==> src/rtl/mips_run_controller.sv <==
// mips_run_controller
//
// Run controller for the single-cycle MIPS core. It holds the core in reset,
// streams a program image into instruction memory through a write port, then
// releases the core and counts run cycles until the core fetches the halt word
// (or, optionally, a cycle limit expires).
//
// Optional feature macro: RUN_CTRL_TIMEOUT_EN
//   defined   - RUN also ends when cycle_count reaches MAX_CYCLES (sets timeout)
//   undefined - no limit logic; timeout is tied to 0
//
// Ports
//   clk, reset          clock (rising edge), asynchronous active-high reset
//   start               one-cycle pulse: begin load-then-run (IDLE/DONE only)
//   abort               return to IDLE from any state (highest priority)
//   ld_valid/ld_data/ld_last/ld_ready
//                       program word stream, accepted on ld_valid & ld_ready
//   imem_we/imem_addr/imem_wdata
//                       instruction-memory write port (one strobe per word)
//   cpu_instr           instruction the core is fetching this cycle
//   cpu_reset           core reset, low only while running
//   busy                in LOAD or RUN
//   done / timeout      run ended on halt word / on cycle limit
//   cycle_count         run cycles (saturating), frozen after the run
//   words_loaded        words written by the last load
//
// State | meaning
//   IDLE | core held in reset, waiting for start
//   LOAD | accepting program words into instruction memory
//   RUN  | core released, counting cycles, watching for halt
//   DONE | run finished, results held until the next start
//
// All outputs are registered; each *_d is the value they take after the edge.

`timescale 1ns/1ps

module mips_run_controller #(
  parameter int unsigned ADDR_W     = 8,
  parameter logic [31:0] HALT_WORD  = 32'h0000000C,
  parameter logic [31:0] MAX_CYCLES = 32'd100000
) (
  input  logic              clk,
  input  logic              reset,
  input  logic              start,
  input  logic              abort,
  input  logic              ld_valid,
  input  logic [31:0]       ld_data,
  input  logic              ld_last,
  output logic              ld_ready,
  output logic              imem_we,
  output logic [ADDR_W-1:0] imem_addr,
  output logic [31:0]       imem_wdata,
  input  logic [31:0]       cpu_instr,
  output logic              cpu_reset,
  output logic              busy,
  output logic              done,
  output logic              timeout,
  output logic [31:0]       cycle_count,
  output logic [ADDR_W:0]   words_loaded
);

  typedef enum logic [1:0] {
    S_IDLE = 2'd0,
    S_LOAD = 2'd1,
    S_RUN  = 2'd2,
    S_DONE = 2'd3
  } state_t;

  localparam logic [ADDR_W:0]   WL_ONE   = {{ADDR_W{1'b0}}, 1'b1};
  localparam logic [ADDR_W-1:0] ADDR_TOP = {ADDR_W{1'b1}};
  localparam logic [31:0]       CNT_MAX  = 32'hFFFF_FFFF;

  state_t              state_q, state_d;
  logic                ld_ready_q, ld_ready_d;
  logic                imem_we_q, imem_we_d;
  logic [ADDR_W-1:0]   imem_addr_q, imem_addr_d;
  logic [31:0]         imem_wdata_q, imem_wdata_d;
  logic                cpu_reset_q, cpu_reset_d;
  logic                busy_q, busy_d;
  logic                done_q, done_d;
  logic [31:0]         cycle_count_q, cycle_count_d;
  logic [ADDR_W:0]     words_loaded_q, words_loaded_d;
`ifdef RUN_CTRL_TIMEOUT_EN
  logic                timeout_q, timeout_d;
`endif

  logic                accept;
  logic                at_top_addr;
  logic [31:0]         cnt_inc;

  // ld_ready_q is only ever 1 in LOAD, so it alone qualifies the handshake.
  assign accept      = ld_valid && ld_ready_q;
  assign at_top_addr = (words_loaded_q[ADDR_W-1:0] == ADDR_TOP);
  assign cnt_inc     = (cycle_count_q == CNT_MAX) ? cycle_count_q
                                                  : cycle_count_q + 32'd1;

  always_comb begin
    state_d        = state_q;
    imem_we_d      = 1'b0;
    imem_addr_d    = imem_addr_q;
    imem_wdata_d   = imem_wdata_q;
    done_d         = done_q;
    cycle_count_d  = cycle_count_q;
    words_loaded_d = words_loaded_q;
`ifdef RUN_CTRL_TIMEOUT_EN
    timeout_d      = timeout_q;
`endif

    if (abort) begin
      // Counters and flags are left as they are so the aborted run can be
      // inspected; only the next start clears them.
      state_d = S_IDLE;
    end else begin
      case (state_q)
        S_IDLE, S_DONE: begin
          if (start) begin
            state_d        = S_LOAD;
            done_d         = 1'b0;
            cycle_count_d  = '0;
            words_loaded_d = '0;
`ifdef RUN_CTRL_TIMEOUT_EN
            timeout_d      = 1'b0;
`endif
          end
        end

        S_LOAD: begin
          if (accept) begin
            imem_we_d      = 1'b1;
            imem_addr_d    = words_loaded_q[ADDR_W-1:0];
            imem_wdata_d   = ld_data;
            words_loaded_d = words_loaded_q + WL_ONE;
            // A full memory ends the load even without ld_last; ld_ready
            // drops with the state change so no further word is taken.
            if (ld_last || at_top_addr) begin
              state_d = S_RUN;
            end
          end
        end

        S_RUN: begin
          cycle_count_d = cnt_inc;
          if (cpu_instr == HALT_WORD) begin
            done_d  = 1'b1;
            state_d = S_DONE;
          end
`ifdef RUN_CTRL_TIMEOUT_EN
          if (cnt_inc == MAX_CYCLES) begin
            timeout_d = 1'b1;
            state_d   = S_DONE;
          end
`endif
        end

        default: state_d = S_IDLE;
      endcase
    end

    // Status outputs follow the next state so they change with it.
    cpu_reset_d = (state_d != S_RUN);
    ld_ready_d  = (state_d == S_LOAD);
    busy_d      = (state_d == S_LOAD) || (state_d == S_RUN);
  end

  always_ff @(posedge clk or posedge reset) begin
    if (reset) begin
      state_q        <= S_IDLE;
      ld_ready_q     <= 1'b0;
      imem_we_q      <= 1'b0;
      imem_addr_q    <= '0;
      imem_wdata_q   <= '0;
      cpu_reset_q    <= 1'b1;
      busy_q         <= 1'b0;
      done_q         <= 1'b0;
      cycle_count_q  <= '0;
      words_loaded_q <= '0;
    end else begin
      state_q        <= state_d;
      ld_ready_q     <= ld_ready_d;
      imem_we_q      <= imem_we_d;
      imem_addr_q    <= imem_addr_d;
      imem_wdata_q   <= imem_wdata_d;
      cpu_reset_q    <= cpu_reset_d;
      busy_q         <= busy_d;
      done_q         <= done_d;
      cycle_count_q  <= cycle_count_d;
      words_loaded_q <= words_loaded_d;
    end
  end

`ifdef RUN_CTRL_TIMEOUT_EN
  always_ff @(posedge clk or posedge reset) begin
    if (reset) begin
      timeout_q <= 1'b0;
    end else begin
      timeout_q <= timeout_d;
    end
  end

  assign timeout = timeout_q;
`else
  // No limit logic in this build; MAX_CYCLES stays on the interface so the
  // instantiation is the same either way.
  logic unused_max_cycles;
  assign unused_max_cycles = ^MAX_CYCLES;
  assign timeout           = 1'b0;
`endif

  assign ld_ready     = ld_ready_q;
  assign imem_we      = imem_we_q;
  assign imem_addr    = imem_addr_q;
  assign imem_wdata   = imem_wdata_q;
  assign cpu_reset    = cpu_reset_q;
  assign busy         = busy_q;
  assign done         = done_q;
  assign cycle_count  = cycle_count_q;
  assign words_loaded = words_loaded_q;

endmodule

==> config.mk <==
export PLATFORM = sky130hd
export DESIGN_NAME = mips_run_controller
export DESIGN_NICKNAME = d
export VERILOG_FILES = /design/src/rtl/mips_run_controller.sv
export SDC_FILE = /design/constraint.sdc
export NUM_CORES = 1
export LEC_CHECK = 0
export ABC_AREA = 1
export BUFFER_PORTS_ARGS = -buffer_cell sky130_fd_sc_hd__buf_4
export CAP_MARGIN = 20
export CORE_ASPECT_RATIO = 1.1
export CORE_UTILIZATION = 46
export DETAILED_ROUTE_END_ITERATION = 7
export GPL_TIMING_DRIVEN = 0
export PLACE_DENSITY_LB_ADDON = 0.08
export SLEW_MARGIN = 20
export SYNTH_ARGS = -nofsm -noshare
export SYNTH_HDL_FRONTEND = slang
export SYNTH_SLANG_ARGS = --single-unit
==> constraint.sdc <==
create_clock -name clk -period 2.35 [get_ports clk]
set_input_delay 0.235 -clock clk [delete_from_list [all_inputs] [get_ports clk]]
set_output_delay 0.235 -clock clk [all_outputs]
set_load 0.05 [all_outputs]
# After elaboration in Yosys (flattened, before gate mapping)
# Cells that the tools add are included.
op_classes:
  addsub: 2
  multipliers: 0
  n_div: 0
  magnitude_cmp: 0
  eq_ne: 13
  n_shift: 0
  muxes: 18
  bitwise: 1
  reduce_logical: 11
ops:
  columns: ["cell", "n"]
  rows:
  - ["$mux W32", 2]
  - ["$pmux W32 S2", 1]
  - ["$add A32 B1 Y32 const B", 1]
  - ["$eq A32 B32 Y1 const B", 1]
  - ["$eq A32 B4 Y1 const B", 1]
  - ["$mux W9", 2]
  - ["$pmux W9 S2", 1]
  - ["$reduce_and A4 Y1", 3]
  - ["$mux W2", 5]
  - ["$ne A2 B2 Y1 const B", 5]
  - ["$add A9 B1 Y9 const B", 1]
  - ["$eq A8 B8 Y1 const B", 1]
  - ["$eq A2 B2 Y1 const B", 3]
  - ["$pmux W2 S3", 1]
  - ["$mux W1", 5]
  - ["$eq A2 B1 Y1 const B", 2]
  - ["$reduce_bool A2 Y1", 2]
  - ["$reduce_and A3 Y1", 1]
  - ["$logic_not A2 Y1", 1]
  - ["$logic_or A1 B1 Y1", 2]
  - ["$pmux W1 S2", 1]
  - ["$reduce_or A2 Y1", 1]
  - ["$logic_and A1 B1 Y1", 1]
  - ["$not A1 Y1", 1]
totals:
  ff_bits: 88
  latchBits: 0
  ramBits: 0
  rom_bits: 0
  word_cells: 55
  mem_count: 0

# Logic depth before layout (Yosys ltp)
# Gate-level depths: netlist of the first run.
depth:
  word_depth: 8
  depth_mapped: 14

# Worst setup path after synthesis of the first run
# Ideal clock, no wire load.
synth_timing:
  path_type: "register to register"
  start: "reg words_loaded_q[0] (netlist: words_loaded[0])"
  end: "reg busy_q (netlist: busy)"
  arrival_time_ns: 1.935
  setup_slack_ns: 0.352
  path_stages_with_launch: 14
  path_buffers: 0
  period_less_slack_ns: 1.998
  path_cell_list: "dfrtp_1 > ha_1 > inv_1 > nor2_1 > nand2_1 > nand2_1 > nand2_1 > nand2_1 > nand2_1 > nand3b_1 > nand3_1 > inv_1 > ha_1 > inv_1"
synth_via:
  elab_chain_len: 8
  word_cells_on_any_way: 9
  classes_between: "3 x eq/ne; 4 x mux; 2 x reduce/logical"
synth_rtl:
  columns: ["item", "line", "source"]
  rows:
  - ["start, declared", "82", "logic [ADDR_W:0] words_loaded_q, words_loaded_d;"]
  - ["start signal, assigned", "187", "words_loaded_q <= words_loaded_d;"]
  - ["$eq A8 B8 Y1 *", "93", "assign at_top_addr = (words_loaded_q[ADDR_W-1:0] == ADDR_TOP);"]
  - ["$logic_or A1 B1 Y1 *", "135", "if (ld_last || at_top_addr) begin"]
  - ["$mux W2 *", "135", null]
  - ["$mux W2 *", "128", "if (accept) begin"]
  - ["$pmux W2 S3 *", "114", "case (state_q)"]
  - ["$mux W2 *", "109", "if (abort) begin"]
  - ["net state_d[1]", "73", "state_t state_q, state_d;"]
  - ["$eq A2 B1 Y1 / $eq A2 B2 Y1 (equally long branches)", "162", "busy_d = (state_d == S_LOAD) || (state_d == S_RUN);"]
  - ["$logic_or A1 B1 Y1 *", "162", null]
  - ["net busy_d", "79", "logic busy_q, busy_d;"]
  - ["end signal, assigned", "184", "busy_q <= busy_d;"]
  - ["end, declared", "79", null]
# The timed path passes the listed nets; every way through them passes the cells marked *.
# A chain may end at the register's enable or synchronous reset.

# Final worst setup path of the first run
layout_timing:
  start: "reg state_q[0]"
  end: "reg busy_q (netlist: busy)"
layout_via:
  elab_chain_len: 6
  word_cells_on_any_way: 14
  classes_between: "5 x eq/ne; 6 x mux; 3 x reduce/logical"
layout_rtl:
  columns: ["item", "line", "source"]
  rows:
  - ["start, declared", "73", null]
  - ["start signal, assigned", "178", "state_q <= state_d;"]
  - ["$eq A2 B2 Y1, or another cell as far along", "114", null]
  - ["$reduce_or A2 Y1 / $mux W2 (equally long branches)", "114, 128", null]
  - ["$pmux W2 S3 *", "114", null]
  - ["$mux W2 *", "109", null]
  - ["$eq A2 B1 Y1 / $eq A2 B2 Y1 (equally long branches)", "162", null]
  - ["$logic_or A1 B1 Y1 *", "162", null]
  - ["net busy_d", "79", null]
# Marks and branches as above.

==> results of run 1 <==
-- stage by stage --
stage               power (uW)  setup WS (ns)  utilization (%)  instances
finish                    5920          0.292             64.4        986
global route              6250         0.0522             64.4        986
CTS                       5960          0.278             64.4        986
detailed placement        4760          0.295             62.0        969
global placement          4690          0.355             61.4        966
floorplan                 3880          0.352                -        671
-- path summary, 6_finish.rpt --
check	startpoint	to	slack (ns)	cells past startpoint
worst max-delay path	state_q[0]	busy	0.29	11
worst min-delay path	ld_data[13]	imem_wdata[13]	0.06	3
worst max register to register	state_q[0]	busy	0.29	11
worst min register to register	imem_wdata[29]	imem_wdata[29]	0.48	2
max in group asynchronous	reset	cpu_reset	1.13	5
min in group asynchronous	reset	imem_wdata[16]	0.45	3
-- logic make-up after synthesis --
family / Yosys count / share of synthesized area (%)
simple gates: 421 / 35.6
compound gates: 67 / 8.66
xor+xnor: 2 / 0.364
fa+ha+maj: 7 / 1.82
other cells: 1 / 0.0779
flops: 88 / 45.8
buf+inv: 85 / 7.75
-- repair_timing --
| item | 4_1_cts | 5_1_grt |
|---|---|---|
| gates resized for setup | 0 | 0 |
| hold buffers | 1 | 0 |
| endpoints found under the hold margin | 20 | 0 |
-- Yosys cell counts, drive strengths merged --
master	count	area, um2
a21oi	13	65.1
xnor2	1	8.76
conb	1	3.75
nand4	2	12.5
nand3	35	193
nand2	289	1090
nor2	80	325
or2	6	37.5
xor2	1	8.76
nor3	6	35.0
o21ai	48	308
and2	1	6.26
dfrtp	87	2180
buf	8	83.8
dfstp	1	26.3
inv	67	251
ha	7	87.6
nand3b	2	15.0
o21bai	1	7.51
a31oi	1	6.26
o211ai	1	7.51
clkbuf	10	37.5
o31ai	3	22.5
-- layer usage --
metal,vias up,global-route usage [%],wire length (um)
li1,2414,-,-
met1,2153,29.2,5310
met2,130,44.3,6400
met3,25,5.71,790
met4,0,11.0,286
met5,-,0,0
-- worst min-delay path, cell delays in order --
cell	delay, ns
buf_4	0.07
nand2_1	0.04
nand2_1	0.05
-- power by group through the flow --
stage | Sequential [uW] | Combinational (uW) | Clock, uW
after floorplan | 2920 | 956 | 0
after global placement | 1990 | 2700 | 0
after detailed placement | 2010 | 2750 | 0
after CTS | 1990 | 2750 | 1220
after global routing | 2030 | 2960 | 1270
final | 1990 | 2730 | 1200
-- area by class of cell --
type	count	area, um2
fill	883	3570
multi-input combinational	498	2240
sequential	88	2200
timing repair buffer	159	1240
inverter	67	255
tap	140	175
clock buffer	13	159
buffer	18	121
clock inverter	3	65.1
-- layout by cell type (no fill, tap or decap), drive strengths merged, types with 2 or more instances in the layout --
master  instances
or2             6
bufinv          2
inv            66
nor2           80
nor3            6
buf           166
dfrtp          87
a21oi          13
o31ai           3
nand4           2
ha              7
nand3b          2
nand2         289
o21ai          48
nand3          35
clkbuf         23
-- sequential cells by signal, indices dropped and copies added (netlist names) --
register,count
cycle_count,32
imem_wdata,32
words_loaded,9
imem_addr,8
state_q,2
busy,1
cpu_reset,1
done,1
imem_we,1
ld_ready,1
==> flow_summary.ini, run 1 <==
[run_status]
status = complete, no violations

[die]
coreArea_mm2 = 0.0100
num_rows = 38
die_y_um = 109
ios = 157
dieArea_mm2 = 0.0109
start_util_pct = 48.0
die_w_um = 99.5

[drt]
ant_nets = 0
vias_per_cell = 4.79
drt_wl_total_um = 12800
wire_per_inst_um = 13.0
vias = 4722
first_pass_iters = 4
first_iter_violations = 266
drc_errors = 0

[timing]
slew_headroom_pct = 62.0
rsz0062_at_grt = no
fin_crit_sh_pct = 87.6
fin_tns_setup_ns = 0
fin_skew_ns = 0.00930
finalSetupViolCount = 0
max_freq_mhz = 486
worst_pin_slew_ns = 0.570
slew_violations = 0
period_needed_ns = 2.06
hold_viol_final = 0
hold_slack_ns = 0.0615

[power]
ir_drop_mv = 0.696
swShare_pct = 44.8
power.internal_uw = 3270
clockPowerShare_pct = 20.3
powerDensity_mw_per_mm2 = 917
pwr-share-comb_pct = 46.1
power.leakage_uw = 0.00327
p_sw_uw = 2650
seqPwrFrac_pct = 33.6

[synth]
ys_warn_count = 0
synth_cell_type_count = 36
syn-num-nets = 748
synthCells = 671
synth.avg_cell_area_um2 = 7.17
synth-seq-cells = 88
synth_area_mm2 = 0.00481
ys_seq_area_share_pct = 45.8

[layout]
drive_gt1_share_pct = 25.5
final_nets = 918
area_growth_pct = 34.2
diodes = 0
design_area_mm2 = 0.00646

[setup_path]
worstPathMaxFanout = 10
cp_slowest_cell = clkbuf_1
critPathLaunchType = flop
cp_cell_sequence = inv_1 > ha_1 > buf_2 > inv_1 > clkbuf_1 > nand2_1 > nand2_1 > nand2_1 > nand2_1 > ha_1 > inv_1
crit_arrival_ns = 2.37
cp-end-kind = flop
crit_type = flop to flop
required_ns = 2.66
critPathTopFamily = buffers and inverters
cp_slowest_stage_delay_ns = 0.44
critPathBufInv = 5
cpMostUsedCell = nand2_1

[clocking]
clk_pin_slew_ns = 0.09
cts_num_sinks = 88
numCtsBuffers = 9
ctsRootBufferMaster = clkbuf_8
clk-insertion-delay-late_ns = 0.37
cts_tree = built
htreeDepth = 3
postCtsSetupBuffers = 0
clock_path_buffers = 2

[grt]
grt-ovfl-total = 0
grt_max_degree = 30
grt_pass1_vias = 4659
grt_first_pass_wirelength_um = 21400
grt_util_all_layers_pct = 25.1
antenna_found_initial = 0

[placement]
dp_hpwl_um = 9890
placed_cell_area_mm2 = 0.00622
gp_congestion = 0.945
portBuffers = 155

[run]
drv_cap = 0

[hold_path]
hp-class = primary input to flop
Power figures use the tool's default switching activity.
==> inputs of run 2 (changes only) <==
--- a/config.mk
+++ b/config.mk
@@ -12,6 +12,7 @@
 export CORE_UTILIZATION = 46
 export DETAILED_ROUTE_END_ITERATION = 7
 export GPL_TIMING_DRIVEN = 0
+export MAX_ROUTING_LAYER = met4
 export PLACE_DENSITY_LB_ADDON = 0.08
 export SLEW_MARGIN = 20
 export SYNTH_ARGS = -nofsm -noshare
==> run 2 against run 1 <==
Effect of this change: combinational power is essentially flat; design area shrank 0.41%; register-to-register slack is essentially flat; setup slack lost 0.0047 ns; final cell count is the same; clock skew grew 0.0012 ns; largest cell class unchanged.
==> flow_summary.ini, run 2 (same netlist as run 1, synthesis figures left out) <==
[layout]
diodes = 0
num-fill-cells = 904
final_nets = 918
mostFrequentLayoutCells = nand2_1, buf_4, dfrtp_1, nor2_1, inv_1
area_growth_pct = 33.6
drive_gt1_share_pct = 25.8
finalNonFillerCells = 986
layout_commonest_cell = nand2_1

[die]
coreArea_mm2 = 0.0100
die_w_um = 99.5
dieArea_mm2 = 0.0109
start_util_pct = 48.0
die_y_um = 109
num_rows = 38
ios = 157

[grt]
grt_first_pass_wirelength_um = 21900
grt_util_all_layers_pct = 26.3
grt_max_degree = 25
grt_pass1_vias = 4791
grt-ovfl-total = 0
antenna_found_initial = 0

[clocking]
ctsRootBufferMaster = clkbuf_8
numCtsBuffers = 9
cts_num_sinks = 88
clk_pin_slew_ns = 0.09
clk-insertion-delay-late_ns = 0.36
htreeDepth = 3
clock_path_buffers = 2
cts_tree = built

[run_status]
status = complete, no violations

[drt]
drc_errors = 0
first_pass_iters = 4
drt_wl_total_um = 13000
wire_per_inst_um = 13.2
vias = 4799
first_iter_violations = 184
ant_nets = 0
vias_per_cell = 4.87

[power]
swShare_pct = 46.7
powerDensity_mw_per_mm2 = 894
ir_drop_mv = 0.812
power.internal_uw = 3060
seqPwrFrac_pct = 34.5
power.leakage_uw = 0.00326
p_sw_uw = 2690
finalPower_uw = 5750
clockPowerShare_pct = 17.7
pwr-share-comb_pct = 47.8

[timing]
fin_tns_setup_ns = 0
slew_headroom_pct = 61.1
max_freq_mhz = 485
fin_skew_ns = 0.0105
rsz0062_at_grt = no
period_needed_ns = 2.06
worst_pin_slew_ns = 0.584
slew_violations = 0
fin_ws_ns = 0.287
finalSetupViolCount = 0
fin_crit_sh_pct = 87.8
hold_viol_final = 0

[hold_path]
hp-class = primary input to flop

[placement]
dp_hpwl_um = 10000
dp_cells = 969
portBuffers = 155
gp_congestion = 0.939
pre_cts_ws_ns = 0.310

[setup_path]
cp-end-kind = flop
worstPathMaxFanout = 10
crit_type = flop to flop
reg2reg_to = busy
r2r_slack_ns = 0.29
critical_path.endpoint = busy
critPathLaunchType = flop
rr_worst_depth = 11
r2r_start = state_q[0]
critPathLaunch = state_q[0]
crit_arrival_ns = 2.37
required_ns = 2.66

[run]
drv_cap = 0
## run 2: cell count changes in the layout (fill, tap and decap cells not counted), sizes merged
cell      delta
clkinvlp     +1
clkinv       +1
bufinv       -2
clkbuf       -2
inv          +2
## run 2: critical path, stage by stage, from the launching register on
cell      delay [ns]
dfrtp_1         0.36
inv_1           0.09
ha_1            0.19
buf_2           0.16
inv_1           0.15
clkbuf_1        0.43
nand2_1         0.10
nand2_1         0.12
nand2_1         0.06
nand2_1         0.07
ha_1            0.23
inv_1           0.06
## run 2: power by group through the flow
stage / clock network, uW / registers, uW / logic, uW
floorplan: 0 / 2920 / 956
global placement: 0 / 1990 / 2700
detailed placement: 0 / 2000 / 2760
CTS: 1040 / 1990 / 2760
global route: 1100 / 2020 / 2960
finish: 1020 / 1980 / 2750
## run 2: per-layer routing
| layer | track usage [%] | vias to the layer above | routed length, um |
|---|---|---|---|
| met2 | 45.5 | 156 | 6480 |
| met4 | 11.6 | 0 | 282 |
| met3 | 5.13 | 23 | 751 |
| met5 | - | - | 0 |
| li1 | - | 2419 | - |
| met1 | 29.9 | 2201 | 5470 |
## run 2: metrics by stage
stage,instance area (um2),utilization [%],hold slack (ns)
floorplan,4820,-,0.352
global placement,6160,61.4,0.435
detailed placement,6230,62.1,0.291
CTS,6430,64.1,0.0476
global route,6430,64.1,0.0643
finish,6430,64.1,0.0642
## run 2: what timing repair did
item / in CTS / in global routing
setup buffers: 0 / 0
endpoints found under the hold margin: 20 / 0
gates resized for setup: 0 / 0
hold buffers: 1 / 0
## run 2: worst min-delay path by stage
stage                           start  cells after the start  slack [ns]              to
after floorplan           ld_data[10]                      2        0.35  imem_wdata[10]
after global placement    ld_data[14]                      3        0.44  imem_wdata[14]
after detailed placement        reset                      2        0.29  imem_wdata[15]
after CTS                  ld_data[2]                      3        0.05   imem_wdata[2]
after global routing      ld_data[22]                      3        0.06  imem_wdata[22]
final                      ld_data[2]                      3        0.06   imem_wdata[2]
## run 2: area by class of cell
cell class / instances / area [um2] / share of cell area [%]
multi-input cells: 498 / 2240 / 34.8
inverters: 67 / 255 / 3.97
clock buffers: 11 / 151 / 2.35
plain buffers: 18 / 121 / 1.89
flip-flops and latches: 88 / 2200 / 34.3
clock inverters: 5 / 38.8 / 0.603
well taps: 140 / 175 / 2.72
repair buffers: 159 / 1250 / 19.4
